`src/rtl/line_mem_arbiter_if.sv`:
```
// rtl/line_mem_arbiter_if.sv - I/D line request ports plus 64-bit burst memory port
// slave: the arbiter's view; master: the caches and memory around it.
interface line_mem_arbiter_if #(
    parameter int LINE_WIDTH = 256,
    parameter int BEAT_WIDTH = 64
);
    logic                  i_read;
    logic [31:0]           i_address;
    logic [LINE_WIDTH-1:0] i_rdata;
    logic                  i_resp;
    logic                  d_read;
    logic                  d_write;
    logic [31:0]           d_address;
    logic [LINE_WIDTH-1:0] d_wdata;
    logic [LINE_WIDTH-1:0] d_rdata;
    logic                  d_resp;
    logic                  mem_read;
    logic                  mem_write;
    logic [31:0]           mem_address;
    logic [BEAT_WIDTH-1:0] mem_wdata;
    logic [BEAT_WIDTH-1:0] mem_rdata;
    logic                  mem_resp;

    modport slave (
        input  i_read, i_address, d_read, d_write, d_address, d_wdata, mem_rdata, mem_resp,
        output i_rdata, i_resp, d_rdata, d_resp, mem_read, mem_write, mem_address, mem_wdata
    );

    modport master (
        output i_read, i_address, d_read, d_write, d_address, d_wdata, mem_rdata, mem_resp,
        input  i_rdata, i_resp, d_rdata, d_resp, mem_read, mem_write, mem_address, mem_wdata
    );
endinterface

```
`src/rtl/line_mem_arbiter.sv`:
```
// rtl/line_mem_arbiter.sv - shares one 4-beat burst memory port between I-cache and D-cache lines
// Optional LINE_MEM_ARBITER_RR_EN: round-robin between I and D when both are pending.
module line_mem_arbiter #(
    parameter int LINE_WIDTH  = 256,
    parameter int BEAT_WIDTH  = 64,
    parameter int OFFSET_BITS = 5
) (
    input  logic                 clk,
    input  logic                 rst,
    line_mem_arbiter_if.slave    bus
);
    localparam logic [31:0] ADDR_MASK = ~((32'd1 << OFFSET_BITS) - 32'd1);

    typedef enum logic [2:0] {IDLE, I_RD, D_RD, D_WR, RESP} state_t;

    state_t                r_state;
    logic [1:0]            r_cnt;
    logic [LINE_WIDTH-1:0] r_wline;
    logic [LINE_WIDTH-1:0] r_i_rdata;
    logic [LINE_WIDTH-1:0] r_d_rdata;
    logic                  r_i_resp;
    logic                  r_d_resp;
    logic                  r_mem_read;
    logic                  r_mem_write;
    logic [31:0]           r_mem_address;
    logic                  w_grant_d;

`ifdef LINE_MEM_ARBITER_RR_EN
    logic                  r_last_d;
    // D yields a tie only when it was the side served last.
    assign w_grant_d = bus.d_write | (bus.d_read & ~(bus.i_read & r_last_d));
`else
    assign w_grant_d = bus.d_write | bus.d_read;
`endif

    assign bus.i_rdata     = r_i_rdata;
    assign bus.d_rdata     = r_d_rdata;
    assign bus.i_resp      = r_i_resp;
    assign bus.d_resp      = r_d_resp;
    assign bus.mem_read    = r_mem_read;
    assign bus.mem_write   = r_mem_write;
    assign bus.mem_address = r_mem_address;
    // The writeback line shifts down one beat per mem_resp, so the low slice is always the current beat.
    assign bus.mem_wdata   = r_wline[BEAT_WIDTH-1:0];

    always_ff @(posedge clk) begin
        if (!rst) begin
            r_state       <= IDLE;
            r_cnt         <= '0;
            r_wline       <= '0;
            r_i_rdata     <= '0;
            r_d_rdata     <= '0;
            r_i_resp      <= 1'b0;
            r_d_resp      <= 1'b0;
            r_mem_read    <= 1'b0;
            r_mem_write   <= 1'b0;
            r_mem_address <= '0;
`ifdef LINE_MEM_ARBITER_RR_EN
            r_last_d      <= 1'b0;
`endif
        end else begin
            r_i_resp <= 1'b0;
            r_d_resp <= 1'b0;
            case (r_state)
                IDLE: begin
                    r_cnt <= '0;
                    if (w_grant_d) begin
                        r_mem_address <= bus.d_address & ADDR_MASK;
                        if (bus.d_write) begin
                            r_state     <= D_WR;
                            r_mem_write <= 1'b1;
                            r_wline     <= bus.d_wdata;
                        end else begin
                            r_state    <= D_RD;
                            r_mem_read <= 1'b1;
                        end
                    end else if (bus.i_read) begin
                        r_state       <= I_RD;
                        r_mem_read    <= 1'b1;
                        r_mem_address <= bus.i_address & ADDR_MASK;
                    end
                end
                I_RD, D_RD, D_WR: begin
                    if (bus.mem_resp) begin
                        r_cnt <= r_cnt + 2'd1;
                        if (r_state == I_RD)
                            r_i_rdata[int'(r_cnt)*BEAT_WIDTH +: BEAT_WIDTH] <= bus.mem_rdata;
                        if (r_state == D_RD)
                            r_d_rdata[int'(r_cnt)*BEAT_WIDTH +: BEAT_WIDTH] <= bus.mem_rdata;
                        if (r_state == D_WR)
                            r_wline <= r_wline >> BEAT_WIDTH;
                        if (r_cnt == 2'd3) begin
                            r_state     <= RESP;
                            r_mem_read  <= 1'b0;
                            r_mem_write <= 1'b0;
                            r_i_resp    <= (r_state == I_RD);
                            r_d_resp    <= (r_state != I_RD);
                        end
                    end
                end
                RESP: begin
                    r_state <= IDLE;
`ifdef LINE_MEM_ARBITER_RR_EN
                    r_last_d <= r_d_resp;
`endif
                end
                default: r_state <= IDLE;
            endcase
        end
    end
endmodule

```
`src/flat_wrapper.sv`:
```
// flat-port wrapper written by rule: the top's interface ports become plain ports
module line_mem_arbiter_flat 
#(
    parameter int LINE_WIDTH  = 256,
    parameter int BEAT_WIDTH  = 64,
    parameter int OFFSET_BITS = 5
)
  (clk, rst, bus_i_read, bus_i_address, bus_d_read, bus_d_write, bus_d_address, bus_d_wdata, bus_mem_rdata, bus_mem_resp, bus_i_rdata, bus_i_resp, bus_d_rdata, bus_d_resp, bus_mem_read, bus_mem_write, bus_mem_address, bus_mem_wdata);
  line_mem_arbiter_if #(.LINE_WIDTH(LINE_WIDTH), .BEAT_WIDTH(BEAT_WIDTH)) bus_i ();
  input  logic clk;
  input  logic rst;
  input wire logic [$bits(bus_i.i_read)-1:0] bus_i_read;
  input wire logic [$bits(bus_i.i_address)-1:0] bus_i_address;
  input wire logic [$bits(bus_i.d_read)-1:0] bus_d_read;
  input wire logic [$bits(bus_i.d_write)-1:0] bus_d_write;
  input wire logic [$bits(bus_i.d_address)-1:0] bus_d_address;
  input wire logic [$bits(bus_i.d_wdata)-1:0] bus_d_wdata;
  input wire logic [$bits(bus_i.mem_rdata)-1:0] bus_mem_rdata;
  input wire logic [$bits(bus_i.mem_resp)-1:0] bus_mem_resp;
  output wire logic [$bits(bus_i.i_rdata)-1:0] bus_i_rdata;
  output wire logic [$bits(bus_i.i_resp)-1:0] bus_i_resp;
  output wire logic [$bits(bus_i.d_rdata)-1:0] bus_d_rdata;
  output wire logic [$bits(bus_i.d_resp)-1:0] bus_d_resp;
  output wire logic [$bits(bus_i.mem_read)-1:0] bus_mem_read;
  output wire logic [$bits(bus_i.mem_write)-1:0] bus_mem_write;
  output wire logic [$bits(bus_i.mem_address)-1:0] bus_mem_address;
  output wire logic [$bits(bus_i.mem_wdata)-1:0] bus_mem_wdata;
  assign bus_i.i_read = bus_i_read;
  assign bus_i.i_address = bus_i_address;
  assign bus_i.d_read = bus_d_read;
  assign bus_i.d_write = bus_d_write;
  assign bus_i.d_address = bus_d_address;
  assign bus_i.d_wdata = bus_d_wdata;
  assign bus_i.mem_rdata = bus_mem_rdata;
  assign bus_i.mem_resp = bus_mem_resp;
  assign bus_i_rdata = bus_i.i_rdata;
  assign bus_i_resp = bus_i.i_resp;
  assign bus_d_rdata = bus_i.d_rdata;
  assign bus_d_resp = bus_i.d_resp;
  assign bus_mem_read = bus_i.mem_read;
  assign bus_mem_write = bus_i.mem_write;
  assign bus_mem_address = bus_i.mem_address;
  assign bus_mem_wdata = bus_i.mem_wdata;
  line_mem_arbiter #(.LINE_WIDTH(LINE_WIDTH), .BEAT_WIDTH(BEAT_WIDTH), .OFFSET_BITS(OFFSET_BITS)) u_core (.clk(clk), .rst(rst), .bus(bus_i));
endmodule
```
`config.mk`:
```
export PLATFORM = sky130hd
export DESIGN_NAME = line_mem_arbiter_flat
export DESIGN_NICKNAME = d
export VERILOG_FILES = /design/src/rtl/line_mem_arbiter_if.sv /design/src/rtl/line_mem_arbiter.sv /design/src/flat_wrapper.sv
export SDC_FILE = /design/constraint.sdc
export NUM_CORES = 2
export LEC_CHECK = 0
export BUFFER_PORTS_ARGS = -buffer_cell sky130_fd_sc_hd__buf_2
export CORE_AREA = 10 10 383 385
export DETAILED_ROUTE_END_ITERATION = 8
export DIE_AREA = 0 0 393 395
export SLEW_MARGIN = 20
export SYNTH_ARGS = -nofsm -noshare
export SYNTH_HDL_FRONTEND = slang
export SYNTH_SLANG_ARGS = --single-unit
```
`constraint.sdc`:
```
create_clock -name clk -period 3.9 [get_ports clk]
set_input_delay 0.78 -clock clk [delete_from_list [all_inputs] [get_ports clk]]
set_output_delay 0.78 -clock clk [all_outputs]
set_load 0.01 [all_outputs]
```
After elaboration in Yosys (flattened, before gate mapping)
Index checks and enable logic that the tools add are counted.

Memory bits (writable): 0. Input port bits: 390. Latch bits: 0. Bits in read-only memories: 0. Bits in registers: 809. Memories kept: 0. Word-level logic and storage cells: 66. Output and inout bits: 612.

Add/subtract/negate cells: 2. $mul: 0. Div/mod/pow operators: 0. Shifts and indexed selects: 2. Bitwise gates (word level): 1. Muxes and demuxes: 26. Equal/unequal tests: 12. Order comparisons: 0. Reductions and logical operators: 13.

Operator list (number): 2-to-1 mux 256 bit (4); bitwise mux 256 bit (2); case mux 256 bit (2 select lines) (1); variable shift 64 x 33 -> 256 bit (first input constant) (1); variable part select 64 x 33 -> 256 bit (1); 2-to-1 mux 32 bit (2); negation 8 -> 33 bit (1); AND reduction 5 bit (3); 2-to-1 mux 3 bit (4); AND reduction 3 bit (3); 2-to-1 mux 1 bit (8); equality test 3 x 2 -> 1 bit (second input constant) (2); != test 2 x 1 -> 1 bit (second input constant) (3); case mux 3 bit (2 select lines) (1); != test 2 bit (second input constant) (2); case mux 1 bit (2 select lines) (2); case mux 2 bit (2 select lines) (1); AND reduction 2 bit (2); AND reduction 4 bit (1); nonzero test 2 bit (2); equality test 3 x 1 -> 1 bit (second input constant) (1); logical NOT 3 bit (1); != test 3 x 1 -> 1 bit (second input constant) (1); != test 3 x 2 -> 1 bit (second input constant) (1); 6 further kinds (6).

Depth between registers and ports, before layout
Word-level depth: 4. Depth in mapped cells: 7. Gate-level depth less buffers: 5.

Least setup slack after synthesis
No wires, ideal clock.

Kind: input port to flip-flop. From: input port bus_d_write. To: register u_core.r_mem_address[11], in the netlist u_core.bus.mem_address[11]. Path slack: 1.764 ns. Stages: 7. Buffers on the path: 4. Library setup time: 0.091 ns. Required time: 3.809 ns. Data arrival time: 2.045 ns. Cell sequence: buf_2 -> or3_1 -> buf_2 -> and2_1 -> buf_2 -> buf_6 -> a311oi_1.

Word-level cells in the longest chain between the ends: 3. Elaborated cells on any way between the ends: 4. Those cells by class: mux: 1; bitwise: 1; reduce/logical: 2.

RTL lines: from (decl) (RTL line flat_wrapper.sv:15) `input wire logic [$bits(bus_i.d_write)-1:0] bus_d_write;`; bitwise OR 1 bit * (RTL line line_mem_arbiter.sv:33) `assign w_grant_d = bus.d_write | bus.d_read;`; nonzero test 2 bit (no line); AND reduction 2 bit (no line); to (signal assigned) (RTL line line_mem_arbiter.sv:68) `r_mem_address <= bus.d_address & ADDR_MASK;`; to (signal assigned) (RTL line line_mem_arbiter.sv:80) `r_mem_address <= bus.i_address & ADDR_MASK;`; to (decl) (RTL line line_mem_arbiter.sv:25) `logic [31:0] r_mem_address;`.

Mark *: on every way between the ends. The rest lies on a longest branch, timed or not. A chain may end at the register's enable or synchronous reset.

Final worst setup path
From: register u_core.r_state[0]. To: register u_core.r_i_rdata[148], in the netlist u_core.bus.i_rdata[148].

Word-level cells in the longest chain between the ends: 3. Elaborated cells on any way between the ends: 5. Those cells by class: eq/ne: 3; reduce/logical: 2.

RTL lines: from (decl) (RTL line line_mem_arbiter.sv:16) `state_t r_state;`; from (signal assigned) (RTL line line_mem_arbiter.sv:48) `r_state <= IDLE;`; from (signal assigned) (RTL line line_mem_arbiter.sv:70) `r_state <= D_WR;`; from (signal assigned) (RTL line line_mem_arbiter.sv:74) `r_state <= D_RD;`; equality test 3 x 2 -> 1 bit / equality test 3 x 1 -> 1 bit (equally long branches) (RTL line line_mem_arbiter.sv:64, line_mem_arbiter.sv:86); OR reduction 3 bit (RTL line line_mem_arbiter.sv:64) `case (r_state)`; AND reduction 3 bit (no line) *; to (signal, indexed assignment) (RTL line line_mem_arbiter.sv:87) `r_i_rdata[int'(r_cnt)*BEAT_WIDTH +: BEAT_WIDTH] <= bus.mem_rdata;`; to (decl) (RTL line line_mem_arbiter.sv:19) `logic [LINE_WIDTH-1:0] r_i_rdata;`.

Marked as above.

==> results.cfg <==
[power_and_ir_drop]
total_power_mw = 21.8
p_per_area_nw_per_um2 = 514
p_leak_nw = 16.0
max-vdd-ir-drop_mv = 0.334

[route]
antenna_left = 0
finalWirelength_um = 161000
wl_met1_um = 62100
wl_met3_um = 17700
vias = 35900
drc = 0
met2_wirelength_um = 73600
drtPass1Iterations = 5
drt_iter0_drc = 4201
top_layer = met4
routedWlPerCell_um = 24.5
vias_per_cell = 5.48

[sta]
setup_viol = 0
maxSlewHeadroom = 0.205
fin_crit_ps = 3020
setup_slack_ps = 884
maxSlewViolCount = 0
fmax_ghz = 0.332
hold_violations = 0
fin_tns_setup_ps = 0
period_share = 0.773
fin_skew_ps = 20.6
tightestPinTransition_ps = 1190
rsz0062_at_grt = false

[global_routing]
grt_pass1_wl_um = 232000
grt_overflow = 0
grtUsageTotal = 0.191
grt_max_degree = 190
grt_pass1_vias = 34000
antenna_found_initial = 8

[clocking]
htreeDepth = 3
clk_pin_slew_worst_paths_ps = 60
postCtsHoldBufs = 0
cts_buffers = 89
cts_sinks = 804
post-cts-setup-buffer-count = 0
clk_path_buf_depth = 3
ctsResizeCount = 0
cts_tree = done
clockRootBuffer = clkbuf_16
clock_latency_ps = 700

[synthesis]
synth_common_cells = dfxtp_1, a21oi_1, o21ai_0
seq_area_frac_synth = 0.477
async_flop_share = 0
syn-cell-area_um2 = 33700
synth_area_leaders = dfxtp_1, nand4_1, a21oi_1
synth_cells = 4139
yosysUniqueCellTypes = 40
dominantRegCellSynth = dfxtp_1
yosys_warnings = 0
synth_top_area_share = 0.477
ys_seq_elements = 804
synth_area_per_cell_um2 = 8.15
synth_most_common_cell = dfxtp_1
synth_edf_count = 0
yosys.area.top_type = dfxtp_1

[critical_path]
slowest_stage = dfxtp_1
critPathCaptureType = register
crit_required_ps = 4440
startpoint_type = register
path_buf_inv = 2
critPathMaxStageDelay_ps = 950
crit_arrival_ps = 3560
path_delay_family = flip-flops
path_max_fanout = 189
crit_chain = nand4bb_4, buf_12, buf_4, o21ai_0, a21oi_1
path_class = reg2reg

[final_layout]
fin_nets = 5065
drive_above_1_share = 0.269
stdcell_count = 6558
area_growth_pct = 26.0
fin_area_um2 = 42500
nFillCells = 14700

[die]
start_util = 0.243
core_area_um2 = 139000
rows = 137
die_h_um = 395
die_area_um2 = 155000
top_level_ports = 1002
dieWidth_um = 393

[placed_design]
pre_cts_slack_ps = 928
dpl_cell_area_um2 = 39500
port_buffers = 986
hpwl_um = 107000
dpl.cell_count = 6385
gp_congestion = 0.946

[worst_hold_path]
hold_class = in2reg

[run]
maxCapViolCount = 0

[status]
run_status = finished clean
[through the flow]
step / util / hold WS, ps
after global routing: 0.306 / 313
final: 0.306 / 355
after detailed placement: 0.284 / 455
after global placement: 0.284 / 450
after floorplan: - / 444
after CTS: 0.306 / 269
[worst paths after layout]
kind,slack [ps],depth (start not counted),startpoint,end
min,360,3,bus_i_address[28],u_core.bus.mem_address[28]
max,880,5,u_core.r_state[0],u_core.bus.i_rdata[148]
max reg2reg,880,5,u_core.r_state[0],u_core.bus.i_rdata[148]
min reg2reg,460,2,u_core.r_wline[240],u_core.r_wline[240]
[tightest hold or removal path: cells and delay by family]
family / cells / cell delay [ps]
AOI/OAI and AO/OA: 1 / 70
buffers and inverters: 1 / 100
and+or+nand+nor: 1 / 40
[layout by cell type, fill, tap and decap left out, types with 67 or more instances in the layout]
cell type / n
nand4_1: 512
dfxtp_1: 804
nand2_1: 414
a21oi_1: 607
a311oi_1: 219
nand3_1: 67
o21ai_0: 544
nor3_1: 195
buf_4: 76
clkbuf_16: 89
buf_2: 986
[layer usage]
| layer | up-vias | track usage |
|---|---|---|
| met5 | - | 0 |
| met4 | 0 | 0.0856 |
| met3 | 305 | 0.0618 |
| met2 | 1845 | 0.302 |
| met1 | 17500 | 0.236 |
| li1 | 16300 | - |
[final cells by class]
type,instances,area [um^2],share of cell area
inverter,8,47.5,0.00112
timing repair buffer,1102,6320,0.149
clock inverter,32,359,0.00845
antenna,11,27.5,0.000648
clock buffer,130,2620,0.0617
multi-input combinational,2664,14800,0.347
sequential,804,16100,0.379
tap,1807,2260,0.0532
[kinds of logic after synthesis]
logic type	share of synthesized area
flops	0.477
compound gates	0.244
simple gates	0.185
buf+inv	0.0908
fa+ha+maj	0.00223
mux	0.000297
other cells	0.000111
[state kept, by name, summed over array words and instances (netlist names)]
signal                  count
u_core.bus.d_rdata        256
u_core.r_state              3
u_core.bus.mem_read         1
u_core.bus.mem_write        1
u_core.r_cnt                2
u_core.bus.mem_address     27
u_core.bus.i_resp           1
u_core.bus.i_rdata        256
u_core.bus.d_resp           1
u_core.r_wline            256
[power by group]
group	internal, mW	switching (mW)	total, mW
clock network	4.91	3.76	8.67
logic	1.26	2.85	4.12
registers	8.75	0.321	9.07
total	14.9	6.93	21.8
Power figures use the tool's default switching activity.
